[src/rtl/cotm32_mem_arbiter.sv]
// cotm32_mem_arbiter
//   Shares one single-port memory bus between the IFU (instruction fetch)
//   and the LSU (load/store). One transaction is outstanding at a time:
//   IDLE grants a requester combinationally, REQ presents the registered
//   payload to memory until mem_gnt_i, and RESP waits for mem_rvalid_i.
//   A watchdog answers with an error response when memory stalls for too long.
//
// Parameters
//   XLEN            data / address width
//   TIMEOUT_CYCLES  cycles allowed in REQ+RESP before an error response;
//                   0 disables the watchdog
//
// Configuration macro
//   COTM32_ARB_RR_EN  round-robin on contention (last granted owner loses the
//                     next tie). Undefined: the LSU always wins a tie.
//
// Ports
//   clk, rst                      clock (rising edge), async active-high reset
//   ifu_req_i/ifu_addr_i          fetch request and address
//   ifu_gnt_o                     fetch accepted (combinational pulse in IDLE)
//   ifu_rvalid_o/rdata_o/err_o    fetch response, data, timeout flag
//   lsu_req_i/we_i/be_i/addr_i/wdata_i  data request payload
//   lsu_gnt_o                     data request accepted
//   lsu_rvalid_o/rdata_o/err_o    data response, load data, timeout flag
//   mem_req_o + mem_we/be/addr/wdata_o  registered memory request
//   mem_gnt_i/mem_rvalid_i/mem_rdata_i  memory handshake and read data
module cotm32_mem_arbiter #(
  parameter int XLEN           = 32,
  parameter int TIMEOUT_CYCLES = 16
) (
  input  logic              clk,
  input  logic              rst,
  input  logic              ifu_req_i,
  input  logic [XLEN-1:0]   ifu_addr_i,
  output logic              ifu_gnt_o,
  output logic              ifu_rvalid_o,
  output logic [XLEN-1:0]   ifu_rdata_o,
  output logic              ifu_err_o,
  input  logic              lsu_req_i,
  input  logic              lsu_we_i,
  input  logic [XLEN/8-1:0] lsu_be_i,
  input  logic [XLEN-1:0]   lsu_addr_i,
  input  logic [XLEN-1:0]   lsu_wdata_i,
  output logic              lsu_gnt_o,
  output logic              lsu_rvalid_o,
  output logic [XLEN-1:0]   lsu_rdata_o,
  output logic              lsu_err_o,
  output logic              mem_req_o,
  output logic              mem_we_o,
  output logic [XLEN/8-1:0] mem_be_o,
  output logic [XLEN-1:0]   mem_addr_o,
  output logic [XLEN-1:0]   mem_wdata_o,
  input  logic              mem_gnt_i,
  input  logic              mem_rvalid_i,
  input  logic [XLEN-1:0]   mem_rdata_i
);

  localparam int BE_W  = XLEN / 8;
  localparam int CNT_W = (TIMEOUT_CYCLES > 2) ? $clog2(TIMEOUT_CYCLES) : 1;
  localparam bit WD_EN = (TIMEOUT_CYCLES != 0);

  typedef enum logic [1:0] {S_IDLE, S_REQ, S_RESP} state_t;

  state_t           state_q, state_d;
  logic             owner_lsu_q, owner_lsu_d;   // 0 = IFU, 1 = LSU
  logic [CNT_W-1:0] wd_cnt_q;
  logic             pick_lsu;
  logic             grant;
  logic             done;
  logic             wd_hit;

  // ---- arbitration (IDLE, combinational) ----
`ifdef COTM32_ARB_RR_EN
  logic last_lsu_q;

  // On a tie the owner granted most recently yields.
  always_comb pick_lsu = lsu_req_i && (!ifu_req_i || !last_lsu_q);

  always_ff @(posedge clk or posedge rst) begin
    if (rst)        last_lsu_q <= 1'b1;
    else if (grant) last_lsu_q <= pick_lsu;
  end
`else
  always_comb pick_lsu = lsu_req_i;
`endif

  // Gating with rst keeps every output at 0 while reset is held, even with
  // requests present on the inputs.
  assign grant     = (state_q == S_IDLE) && (ifu_req_i || lsu_req_i) && !rst;
  assign ifu_gnt_o = grant && !pick_lsu;
  assign lsu_gnt_o = grant &&  pick_lsu;

  // ---- completion and watchdog ----
  // Completion wins over a timeout landing in the same cycle.
  assign done   = (state_q == S_RESP) && mem_rvalid_i;
  assign wd_hit = WD_EN && (state_q != S_IDLE) && !done &&
                  (wd_cnt_q == CNT_W'(TIMEOUT_CYCLES - 1));

  assign ifu_rvalid_o = (done || wd_hit) && !owner_lsu_q;
  assign lsu_rvalid_o = (done || wd_hit) &&  owner_lsu_q;
  assign ifu_err_o    = wd_hit && !owner_lsu_q;
  assign lsu_err_o    = wd_hit &&  owner_lsu_q;
  assign ifu_rdata_o  = (done && !owner_lsu_q) ? mem_rdata_i : '0;
  assign lsu_rdata_o  = (done &&  owner_lsu_q) ? mem_rdata_i : '0;

  // ---- FSM next state ----
  always_comb begin
    state_d     = state_q;
    owner_lsu_d = owner_lsu_q;
    case (state_q)
      S_IDLE: begin
        if (grant) begin
          state_d     = S_REQ;
          owner_lsu_d = pick_lsu;
        end
      end
      S_REQ: begin
        if (wd_hit)         state_d = S_IDLE;
        else if (mem_gnt_i) state_d = S_RESP;
      end
      S_RESP: begin
        if (done || wd_hit) state_d = S_IDLE;
      end
      default: state_d = S_IDLE;
    endcase
  end

  // ---- state, watchdog counter, registered memory request ----
  always_ff @(posedge clk or posedge rst) begin
    if (rst) begin
      state_q     <= S_IDLE;
      owner_lsu_q <= 1'b0;
      wd_cnt_q    <= '0;
      mem_req_o   <= 1'b0;
      mem_we_o    <= 1'b0;
      mem_be_o    <= '0;
      mem_addr_o  <= '0;
      mem_wdata_o <= '0;
    end else begin
      state_q     <= state_d;
      owner_lsu_q <= owner_lsu_d;
      mem_req_o   <= (state_d == S_REQ);
      if (grant)
        wd_cnt_q <= '0;
      else if (state_q != S_IDLE)
        wd_cnt_q <= wd_cnt_q + 1'b1;
      if (grant) begin
        if (pick_lsu) begin
          mem_we_o    <= lsu_we_i;
          mem_be_o    <= lsu_be_i;
          mem_addr_o  <= lsu_addr_i;
          mem_wdata_o <= lsu_wdata_i;
        end else begin
          mem_we_o    <= 1'b0;
          mem_be_o    <= {BE_W{1'b1}};
          mem_addr_o  <= ifu_addr_i;
          mem_wdata_o <= '0;
        end
      end
    end
  end

endmodule

[config.mk]
export PLATFORM = sky130hd
export DESIGN_NAME = cotm32_mem_arbiter
export DESIGN_NICKNAME = d
export VERILOG_FILES = /design/src/rtl/cotm32_mem_arbiter.sv
export SDC_FILE = /design/constraint.sdc
export NUM_CORES = 1
export LEC_CHECK = 0
export ABC_AREA = 1
export BUFFER_PORTS_ARGS = -buffer_cell sky130_fd_sc_hd__buf_2
export CAP_MARGIN = 30
export CELL_PAD_IN_SITES_DETAIL_PLACEMENT = 2
export CELL_PAD_IN_SITES_GLOBAL_PLACEMENT = 2
export CORE_MARGIN = 1
export CORE_UTILIZATION = 22
export DETAILED_ROUTE_END_ITERATION = 10
export MAX_ROUTING_LAYER = met4
export PLACE_DENSITY_LB_ADDON = 0.1
export SLEW_MARGIN = 20
export SYNTH_ARGS = -nofsm -noshare
export SYNTH_HDL_FRONTEND = slang
export SYNTH_SLANG_ARGS = --single-unit
[constraint.sdc]
create_clock -name clk -period 7.49 [get_ports clk]
set_clock_uncertainty 0.2 [all_clocks]
set_input_delay 0.749 -clock clk [delete_from_list [all_inputs] [get_ports clk]]
set_output_delay 0.749 -clock clk [all_outputs]
set_load 0.01 [all_outputs]
==> results of run 1 <==
==> sequential cells by signal, indices dropped and copies added, names as in the netlist <==
| name | flops |
|---|---|
| owner_lsu_q | 1 |
| wd_cnt_q | 4 |
| mem_we_o | 1 |
| mem_wdata_o | 32 |
| mem_addr_o | 32 |
| mem_be_o | 4 |
| state_q | 2 |
| mem_req_o | 1 |
==> cell usage after synthesis <==
library cell    n  area share
a21oi_1        34       0.044
buf_1           1     0.00096
buf_2          15       0.019
buf_4           8       0.015
buf_6           2      0.0058
clkbuf_1        5      0.0048
clkbuf_2        1      0.0013
dfrtp_1        77        0.49
ha_1            1      0.0032
inv_1          73       0.070
inv_2           4      0.0039
nand2_1       150        0.14
nand2_2         3      0.0048
nand3_1        40       0.051
nand3_2         2      0.0051
nand4_1         3      0.0048
nor2_1         74       0.071
nor2_4          2      0.0058
o21ai_0        20       0.026
o21ai_1        17       0.022
or2_2           1      0.0016
==> worst register-to-register path, delay by kind of cell (launching register included) <==
family / cells / cell delay [ns]
buffers and inverters: 1 / 0.09
and+or+nand+nor: 4 / 1.15
DFF: 1 / 0.45
==> kinds of logic after synthesis <==
logic type	count (synthesis)	synth area share
fa+ha+maj	1	0.00321
compound gates	71	0.0912
buf+inv	109	0.122
simple gates	275	0.289
flops	77	0.495
==> power by group <==
group / switching [W] / internal, W / total, W
combinational: 0.000468 / 0.000294 / 0.000762
clock: 0.000172 / 0.000290 / 0.000462
sequential: 0.000118 / 0.000614 / 0.000732
total: 0.000758 / 0.00120 / 0.00196
==> routing by layer <==
metal  wire, um  GRT usage
met2       8120      0.324
met4        245     0.0574
met3       1120     0.0458
met1       6240      0.190
met5          0          -
==> cells in the final DEF (no fill, tap or decap), types with 3 or more instances in the layout <==
master     Yosys  final
inv_1         73     72
inv_2          4      4
nand2_2        3      3
o21ai_1       17     17
nand3_1       40     40
o21ai_0       20     20
nand4_1        3      3
clkinv_2       0      4
a21oi_1       34     34
buf_2         15    278
nor2_1        74     74
clkbuf_16      0      9
nand2_1      150    150
buf_4          8      3
dfrtp_1       77     77
==> through the flow <==
stage                     hold WS [ns]  instances
after global routing             0.313       1027
after detailed placement         0.265       1009
after CTS                        0.280       1025
after floorplan                  0.295        533
final                            0.277       1027
after global placement           0.260       1007
==> path summary, 6_finish.rpt <==
| check | to | slack [ns] | startpoint |
|---|---|---|---|
| max reg2reg | mem_wdata_o[28] | 5.55 | state_q[1] |
| min | mem_wdata_o[0] | 0.28 | mem_wdata_o[0] |
| min in group asynchronous | wd_cnt_q[0] | 0.36 | rst |
| max in group asynchronous | mem_wdata_o[6] | 6.10 | rst |
| min reg2reg | mem_wdata_o[0] | 0.28 | mem_wdata_o[0] |
| max | lsu_gnt_o | 3.94 | lsu_req_i |
==> cell type report <==
cell class / instances / area (um2)
antenna: 2 / 5.00
clock buffer: 11 / 233
clock inverter: 5 / 75.1
fill: 2108 / 11500
inverter: 77 / 290
multi-input combinational: 347 / 1500
sequential: 77 / 1930
tap: 225 / 282
timing repair buffer: 283 / 1450
==> impl_metrics.env, run 1 <==
export IMPL_hold_depth=2
export IMPL_slew_viol_final=0
export IMPL_overflow=0
export IMPL_utilization=0.333
export IMPL_cts_root_buf="clkbuf_16"
export IMPL_drc_errors=0
export IMPL_ant_nets=0
export IMPL_drt_iter0_drc=75
export IMPL_nets=935
export IMPL_hold_buffers=0
export IMPL_grt_max_degree=67
export IMPL_crit_cells=7
export IMPL_die_area_um2=18200
export IMPL_crit_path_start_kind="primary input"
export IMPL_ios=279
export IMPL_leakagePower_nw=3.70
export IMPL_hold_violations=0
export IMPL_cts_tree="done"
export IMPL_endpoint_kind="output port"
export IMPL_area_growth_pct=48.0
export IMPL_first_pass_iters=4
export IMPL_antenna_found_initial=2
export IMPL_rows=48
export IMPL_cpMaxStageDelayCell="buf_4"
export IMPL_vias_per_cell=4.34
export IMPL_place_hpwl_um=12000
export IMPL_fin_ws_ns=3.94
export IMPL_clk_pin_slew_worst_paths_ns=0.05
export IMPL_ys_ff_latch=77
export IMPL_fin_crit_ns=3.55
export IMPL_cap_viol_max_count=0
export IMPL_placed_area_um2=5460
export IMPL_cp_required_ns=6.54
export IMPL_drive_above_1_share=0.388
export IMPL_pre_cts_ws_ns=3.92
export IMPL_clock_latency_ns=0.34
export IMPL_ys_seq_area_frac=0.495
export IMPL_hp_class="flop to flop"
export IMPL_die_y_um=135
export IMPL_avgRoutedWirePerCell_um=15.3
export IMPL_setup_violations=0
export IMPL_power_density_nw_per_um2=339
export IMPL_synth_nets=673
export IMPL_coreArea_um2=17300
export IMPL_wirelength_um=15700
export IMPL_design_area_um2=5770
export IMPL_worst_slew_pin_slew_ns=0.819
export IMPL_crit_type="primary input to output port"
export IMPL_vias=4456
export IMPL_cts_sink_count=77
export IMPL_first_global_vias=4824
export IMPL_r2r_cells=5
export IMPL_rsz0062_at_grt="false"
export IMPL_ys_warnings_count=0
export IMPL_worstPathCellList="buf_2 > buf_4 > inv_2 > nand2_1 > nand3_4 > nor2_1 > buf_2"
export IMPL_cts_resized=0
export IMPL_synth_cell_types=21
export IMPL_maxSlewHeadroom=0.453
export IMPL_max_stage_delay_ns=0.57
export IMPL_synth_cells=533
export IMPL_grt_pass1_wl_um=24600
export IMPL_cts_buffer_depth=2
export IMPL_cts_made_buffers=9
export IMPL_start_util=0.225
export IMPL_fmaxAchievable_mhz=282
export IMPL_syn_area_um2=3900
export IMPL_gp_congestion=0.772
export IMPL_p_total_w=0.00196
export IMPL_die_w_um=135
export IMPL_status="finished clean"
export IMPL_syn_avg_cell_area_um2=7.31
export IMPL_finalCritPeriodShare=0.474
export IMPL_postCtsSetupBuffers=0
export IMPL_numPortBuffers=278
export IMPL_max_vdd_ir_drop_mv=0.102
export IMPL_crit_path_frequent_cell="buf_2"
export IMPL_htreeDepth=3
export IMPL_arrival_ns=2.60
export IMPL_setup_tns_ns=0
export IMPL_cp_buffers_inverters=4
export IMPL_cp_top_family="buffers and inverters"
export IMPL_grt_usage=0.180
export IMPL_crit_fanout=66
Note: power is estimated with default switching activity, not from simulation.
==> run 2: changes to the inputs <==
--- a/config.mk
+++ b/config.mk
@@ -11,7 +11,7 @@
 export CELL_PAD_IN_SITES_DETAIL_PLACEMENT = 2
 export CELL_PAD_IN_SITES_GLOBAL_PLACEMENT = 2
 export CORE_MARGIN = 1
-export CORE_UTILIZATION = 22
+export CORE_UTILIZATION = 20
 export DETAILED_ROUTE_END_ITERATION = 10
 export MAX_ROUTING_LAYER = met4
 export PLACE_DENSITY_LB_ADDON = 0.1
==> constraint.sdc (replaced) <==
create_clock -name clk -period 3.7 [get_ports clk]
set_clock_uncertainty 0.2 [all_clocks]
set_input_delay 0.37 -clock clk [delete_from_list [all_inputs] [get_ports clk]]
set_output_delay 0.37 -clock clk [all_outputs]
set_load 0.01 [all_outputs]
==> impl_metrics.env, run 2 (synthesis results as in run 1) <==
export IMPL_leakagePower_nw=3.71
export IMPL_postCtsSetupBuffers=0
export IMPL_crit_path_start_kind="primary input"
export IMPL_die_area_um2=20000
export IMPL_p_int_w=0.00244
export IMPL_crit_fanout=69
export IMPL_cts_tree="done"
export IMPL_finalCritPeriodShare=0.815
export IMPL_final_common_cell="buf_2"
export IMPL_ant_nets=0
export IMPL_clock_latency_ns=0.32
export IMPL_clock_power_share=0.236
export IMPL_cts_made_buffers=9
export IMPL_drt_iter0_drc=129
export IMPL_cts_buffer_depth=2
export IMPL_vias_per_cell=4.18
export IMPL_worstPathCellList="dlygate4sd3_1 > buf_2 > clkinv_2 > nand3_4 > nor2_1 > buf_2"
export IMPL_slew_viol_final=0
export IMPL_coreArea_um2=18900
export IMPL_layout_cells_non_filler=1062
export IMPL_htreeDepth=3
export IMPL_max_vdd_ir_drop_mv=0.205
export IMPL_start_util=0.206
export IMPL_status="finished clean"
export IMPL_hp_class="primary input to flop"
export IMPL_fin_crit_ns=3.02
export IMPL_switchingPower_w=0.00152
export IMPL_worst_slew_pin_slew_ns=0.740
export IMPL_endpoint_kind="output port"
export IMPL_fill_cells=2329
export IMPL_crit_path_frequent_cell="buf_2"
export IMPL_comb_power_share=0.389
export IMPL_numPortBuffers=278
export IMPL_avgRoutedWirePerCell_um=15.0
export IMPL_cap_viol_max_count=0
export IMPL_wirelength_um=15900
export IMPL_cts_sink_count=77
export IMPL_grt_pass1_wl_um=25000
export IMPL_cpMaxStageDelayCell="nand3_4"
export IMPL_grt_usage=0.164
export IMPL_power_density_nw_per_um2=681
export IMPL_met2_usage=0.298
export IMPL_maxSlewHeadroom=0.507
export IMPL_clk_pin_slew_worst_paths_ns=0.06
export IMPL_hold_violations=0
export IMPL_reg_top3="mem_addr_o x32, mem_wdata_o x32"
export IMPL_first_global_vias=4850
export IMPL_rows=50
export IMPL_grt_busiest_layer="met2"
export IMPL_crit_type="primary input to output port"
export IMPL_drc_errors=0
export IMPL_fmaxAchievable_mhz=331
export IMPL_cp_required_ns=3.13
export IMPL_grtUsageMet1=0.178
export IMPL_grt_max_degree=70
export IMPL_first_pass_iters=4
export IMPL_placedCellCount=1045
export IMPL_nets=937
export IMPL_overflow=0
export IMPL_rsz0062_at_grt="false"
export IMPL_setup_violations=0
export IMPL_die_y_um=142
export IMPL_drive_above_1_share=0.390
export IMPL_final_cell_mix="buf_2, nand2_1, dfrtp_1, nor2_1, inv_1"
export IMPL_gp_congestion=0.747
export IMPL_sw_frac_of_total=0.384
export IMPL_p_seq_frac=0.376
export IMPL_place_hpwl_um=12300
export IMPL_ios=279
export IMPL_arrival_ns=2.45
export IMPL_antenna_found_initial=1
export IMPL_setup_tns_ns=0
export IMPL_cts_root_buf="clkbuf_16"
export IMPL_max_stage_delay_ns=0.60
export IMPL_area_growth_pct=49.1
export IMPL_vias=4444
export IMPL_met3_usage=0.0456
export IMPL_die_w_um=142
-- run 2: cell count changes in the layout (fill, tap and decap cells not counted), sizes merged --
cell and change:
dlygate4sd3 +1, diode -1, clkbuf -1, buf +1
-- run 2: final cells by class --
class | instances | area, um2 | area share
Clock inverter | 5 | 75.1 | 0.0129
Sequential cell | 77 | 1930 | 0.332
Clock buffer | 10 | 239 | 0.0411
Multi-Input combinational cell | 347 | 1500 | 0.259
Inverter | 77 | 290 | 0.0500
Timing Repair Buffer | 285 | 1450 | 0.249
Antenna cell | 1 | 2.50 | 0.000431
Tap cell | 260 | 325 | 0.0560
-- run 2: power by group through the flow --
stage	Clock [W]	Combinational (W)	Sequential, W
floorplan	0	0.000681	0.00165
global placement	0	0.00153	0.00149
detailed placement	0	0.00160	0.00150
CTS	0.000974	0.00160	0.00150
global route	0.00101	0.00173	0.00154
finish	0.000933	0.00154	0.00149
-- run 2: worst paths after layout --
path                                       from         endpoint  slack (ns)  cells after the start
worst min-delay path            lsu_wdata_i[11]  mem_wdata_o[11]        0.07                      3
min in group asynchronous                   rst  mem_wdata_o[28]        0.41                      3
worst min register to register  mem_wdata_o[30]  mem_wdata_o[30]        0.28                      2
worst max register to register       state_q[1]   mem_addr_o[22]        1.54                      5
max in group asynchronous                   rst  mem_wdata_o[30]        1.81                      4
worst max-delay path                        rst        lsu_gnt_o        0.68                      6
-- run 2: what timing repair did --
item | in CTS | in global routing
hold buffers | 1 | 0
hold endpoints to repair | 21 | 0
gates resized for setup | 0 | 0
-- run 2: critical path, delay by kind of cell --
| family | cells | cell delay (ns) |
|---|---|---|
| simple gates | 2 | 0.87 |
| buf+inv | 4 | 1.14 |
-- run 2: stage by stage --
stage | hold WS, ns | setup WS, ns | instance area, um2 | util | total power (W)
global route | 0.0585 | 0.478 | 5810 | 0.307 | 0.00428
finish | 0.0654 | 0.683 | 5810 | 0.307 | 0.00396
CTS | 0.0544 | 0.618 | 5810 | 0.307 | 0.00407
detailed placement | 0.218 | 1.15 | 5480 | 0.290 | 0.00310
global placement | 0.207 | 1.23 | 5480 | 0.290 | 0.00303
floorplan | 0.295 | 0.284 | 3900 | - | 0.00233
-- run 2: per-layer routing --
layer | vias to the layer above | share of wire
li1 | 2148 | -
met3 | 12 | 0.080
met4 | 0 | 0.0076
met1 | 2118 | 0.40
met2 | 166 | 0.52
met5 | - | 0
==> run 3: changes to the inputs <==
==> constraint.sdc (replaced) <==
create_clock -name clk -period 3 [get_ports clk]
set_clock_uncertainty 0.2 [all_clocks]
set_input_delay 0.3 -clock clk [delete_from_list [all_inputs] [get_ports clk]]
set_output_delay 0.3 -clock clk [all_outputs]
set_load 0.01 [all_outputs]
==> impl_metrics.env, run 3 (synthesis results as in run 1) <==
export IMPL_vias_per_cell=4.20
export IMPL_fmaxAchievable_mhz=420
export IMPL_die_area_um2=20000
export IMPL_setup_tns_ns=0
export IMPL_gp_congestion=0.708
export IMPL_cts_buffer_depth=2
export IMPL_grt_usage=0.171
export IMPL_fin_crit_ns=2.38
export IMPL_crit_path_frequent_cell="buf_2"
export IMPL_cts_sink_count=77
export IMPL_status="finished clean"
export IMPL_p_int_w=0.00307
export IMPL_max_stage_delay_ns=0.56
export IMPL_hold_slack_ns=0.00646
export IMPL_sw_frac_of_total=0.383
export IMPL_setup_violations=0
export IMPL_finalCritPeriodShare=0.794
export IMPL_final_cell_mix="buf_2, nand2_1, dfrtp_1, nor2_1, inv_1"
export IMPL_die_w_um=142
export IMPL_slew_viol_final=0
export IMPL_max_vdd_ir_drop_mv=0.263
export IMPL_rsz0062_at_grt="false"
export IMPL_crit_type="primary input to output port"
export IMPL_cpMaxStageDelayCell="dlygate4sd3_1"
export IMPL_worst_slew_pin_slew_ns=0.776
export IMPL_cts_made_buffers=9
export IMPL_grt_max_degree=66
export IMPL_p_seq_frac=0.366
export IMPL_nets=965
export IMPL_overflow=0
export IMPL_place_hpwl_um=12200
export IMPL_cp_buffers_inverters=4
export IMPL_clock_power_share=0.240
export IMPL_hold_violations=0
export IMPL_coreArea_um2=18900
export IMPL_final_common_cell="buf_2"
export IMPL_ios=279
export IMPL_cp_required_ns=2.50
export IMPL_vias=4581
export IMPL_cts_root_buf="clkbuf_16"
export IMPL_pre_cts_ws_ns=0.901
export IMPL_start_util=0.206
export IMPL_design_area_um2=6130
export IMPL_arrival_ns=1.88
export IMPL_placed_area_um2=5520
export IMPL_met2_length_um=8530
export IMPL_htreeDepth=3
export IMPL_grt_pass1_wl_um=25900
export IMPL_wl_met1_um=6520
export IMPL_drive_above_1_share=0.377
export IMPL_endpoint_kind="output port"
export IMPL_cap_viol_max_count=0
export IMPL_comb_power_share=0.394
export IMPL_fill_cells=2326
export IMPL_cp_top_family="buffers and inverters"
export IMPL_die_y_um=142
export IMPL_antenna_found_initial=1
export IMPL_maxSlewHeadroom=0.482
export IMPL_clock_latency_ns=0.33
export IMPL_switchingPower_w=0.00190
export IMPL_power_density_nw_per_um2=811
export IMPL_avgRoutedWirePerCell_um=15.1
export IMPL_first_global_vias=5005
export IMPL_crit_fanout=43
export IMPL_crit_path_start_kind="primary input"
export IMPL_clk_pin_slew_worst_paths_ns=0.06
export IMPL_wirelength_um=16500
export IMPL_area_growth_pct=57.4
export IMPL_first_pass_iters=4
export IMPL_wl_met3_um=1310
export IMPL_hp_class="primary input to flop"
export IMPL_numPortBuffers=278
export IMPL_reg_top3="mem_addr_o x32, mem_wdata_o x32"
export IMPL_highest_layer="met4"
export IMPL_rows=50
export IMPL_drc_errors=0
export IMPL_cts_tree="done"
export IMPL_ant_nets=0
export IMPL_leakagePower_nw=3.84
export IMPL_drt_iter0_drc=122
export IMPL_fin_ws_ns=0.617
export IMPL_worstPathCellList="dlygate4sd3_1 > buf_2 > clkinvlp_4 > nand3_4 > nor2_1 > buf_2"
-- run 3: cell count changes in the layout (fill, tap and decap cells not counted), sizes merged --
cell	before	now
clkbuf	10	12
clkinv	4	2
clkinvlp	0	1
dlygate4sd3	1	28
buf	284	285
-- run 3: metrics by stage --
| step | util | power [W] | instances |
|---|---|---|---|
| after floorplan | - | 0.00287 | 533 |
| after global placement | 0.291 | 0.00371 | 1045 |
| after detailed placement | 0.292 | 0.00383 | 1046 |
| after CTS | 0.325 | 0.00510 | 1090 |
| after global routing | 0.325 | 0.00538 | 1091 |
| final | 0.325 | 0.00497 | 1091 |
-- run 3: area by class of cell --
class                   instances  area, um2  area share
well taps                     260        325      0.0530
clock buffers                  12        256      0.0418
multi-input cells             347       1500       0.245
clock inverters                 4       70.1      0.0114
repair buffers                313       1760       0.286
diodes                          1       2.50    0.000408
inverters                      77        293      0.0477
flip-flops and latches         77       1930       0.314
-- run 3: layer usage --
| metal | vias up | track usage |
|---|---|---|
| met5 | - | - |
| met4 | 0 | 0.0424 |
| met2 | 175 | 0.314 |
| met1 | 2185 | 0.182 |
| li1 | 2210 | - |
| met3 | 11 | 0.0456 |
-- run 3: tightest hold or removal path, delay by kind of cell --
kind,cells,cell delay (ns)
and+or+nand+nor,2,0.14
buffers and inverters,1,0.07
-- run 3: worst paths after layout --
path / slack, ns / depth (start not counted) / from / to
max in group asynchronous: 1.50 / 5 / rst / mem_wdata_o[4]
min: 0.006 / 3 / lsu_wdata_i[9] / mem_wdata_o[9]
max: 0.62 / 6 / rst / lsu_gnt_o
min reg2reg: 0.28 / 2 / mem_wdata_o[4] / mem_wdata_o[4]
max reg2reg: 1.07 / 5 / state_q[1] / mem_addr_o[31]
min in group asynchronous: 0.51 / 4 / rst / mem_wdata_o[13]
-- run 3: what timing repair did --
| item | 4_1_cts | 5_1_grt |
|---|---|---|
| endpoints found under the hold margin | 50 | 0 |
| setup endpoints to repair | 0 | 0 |
| buffers inserted | 0 | 0 |
| resized for setup | 0 | 0 |
| hold buffers | 28 | 0 |
-- run 3: power by group through the flow --
stage | clock [W] | combinational (W) | sequential (W)
final | 0.00120 | 0.00196 | 0.00182
after global routing | 0.00129 | 0.00220 | 0.00189
after CTS | 0.00125 | 0.00202 | 0.00183
after detailed placement | 0 | 0.00199 | 0.00184
after global placement | 0 | 0.00190 | 0.00181
after floorplan | 0 | 0.000840 | 0.00203
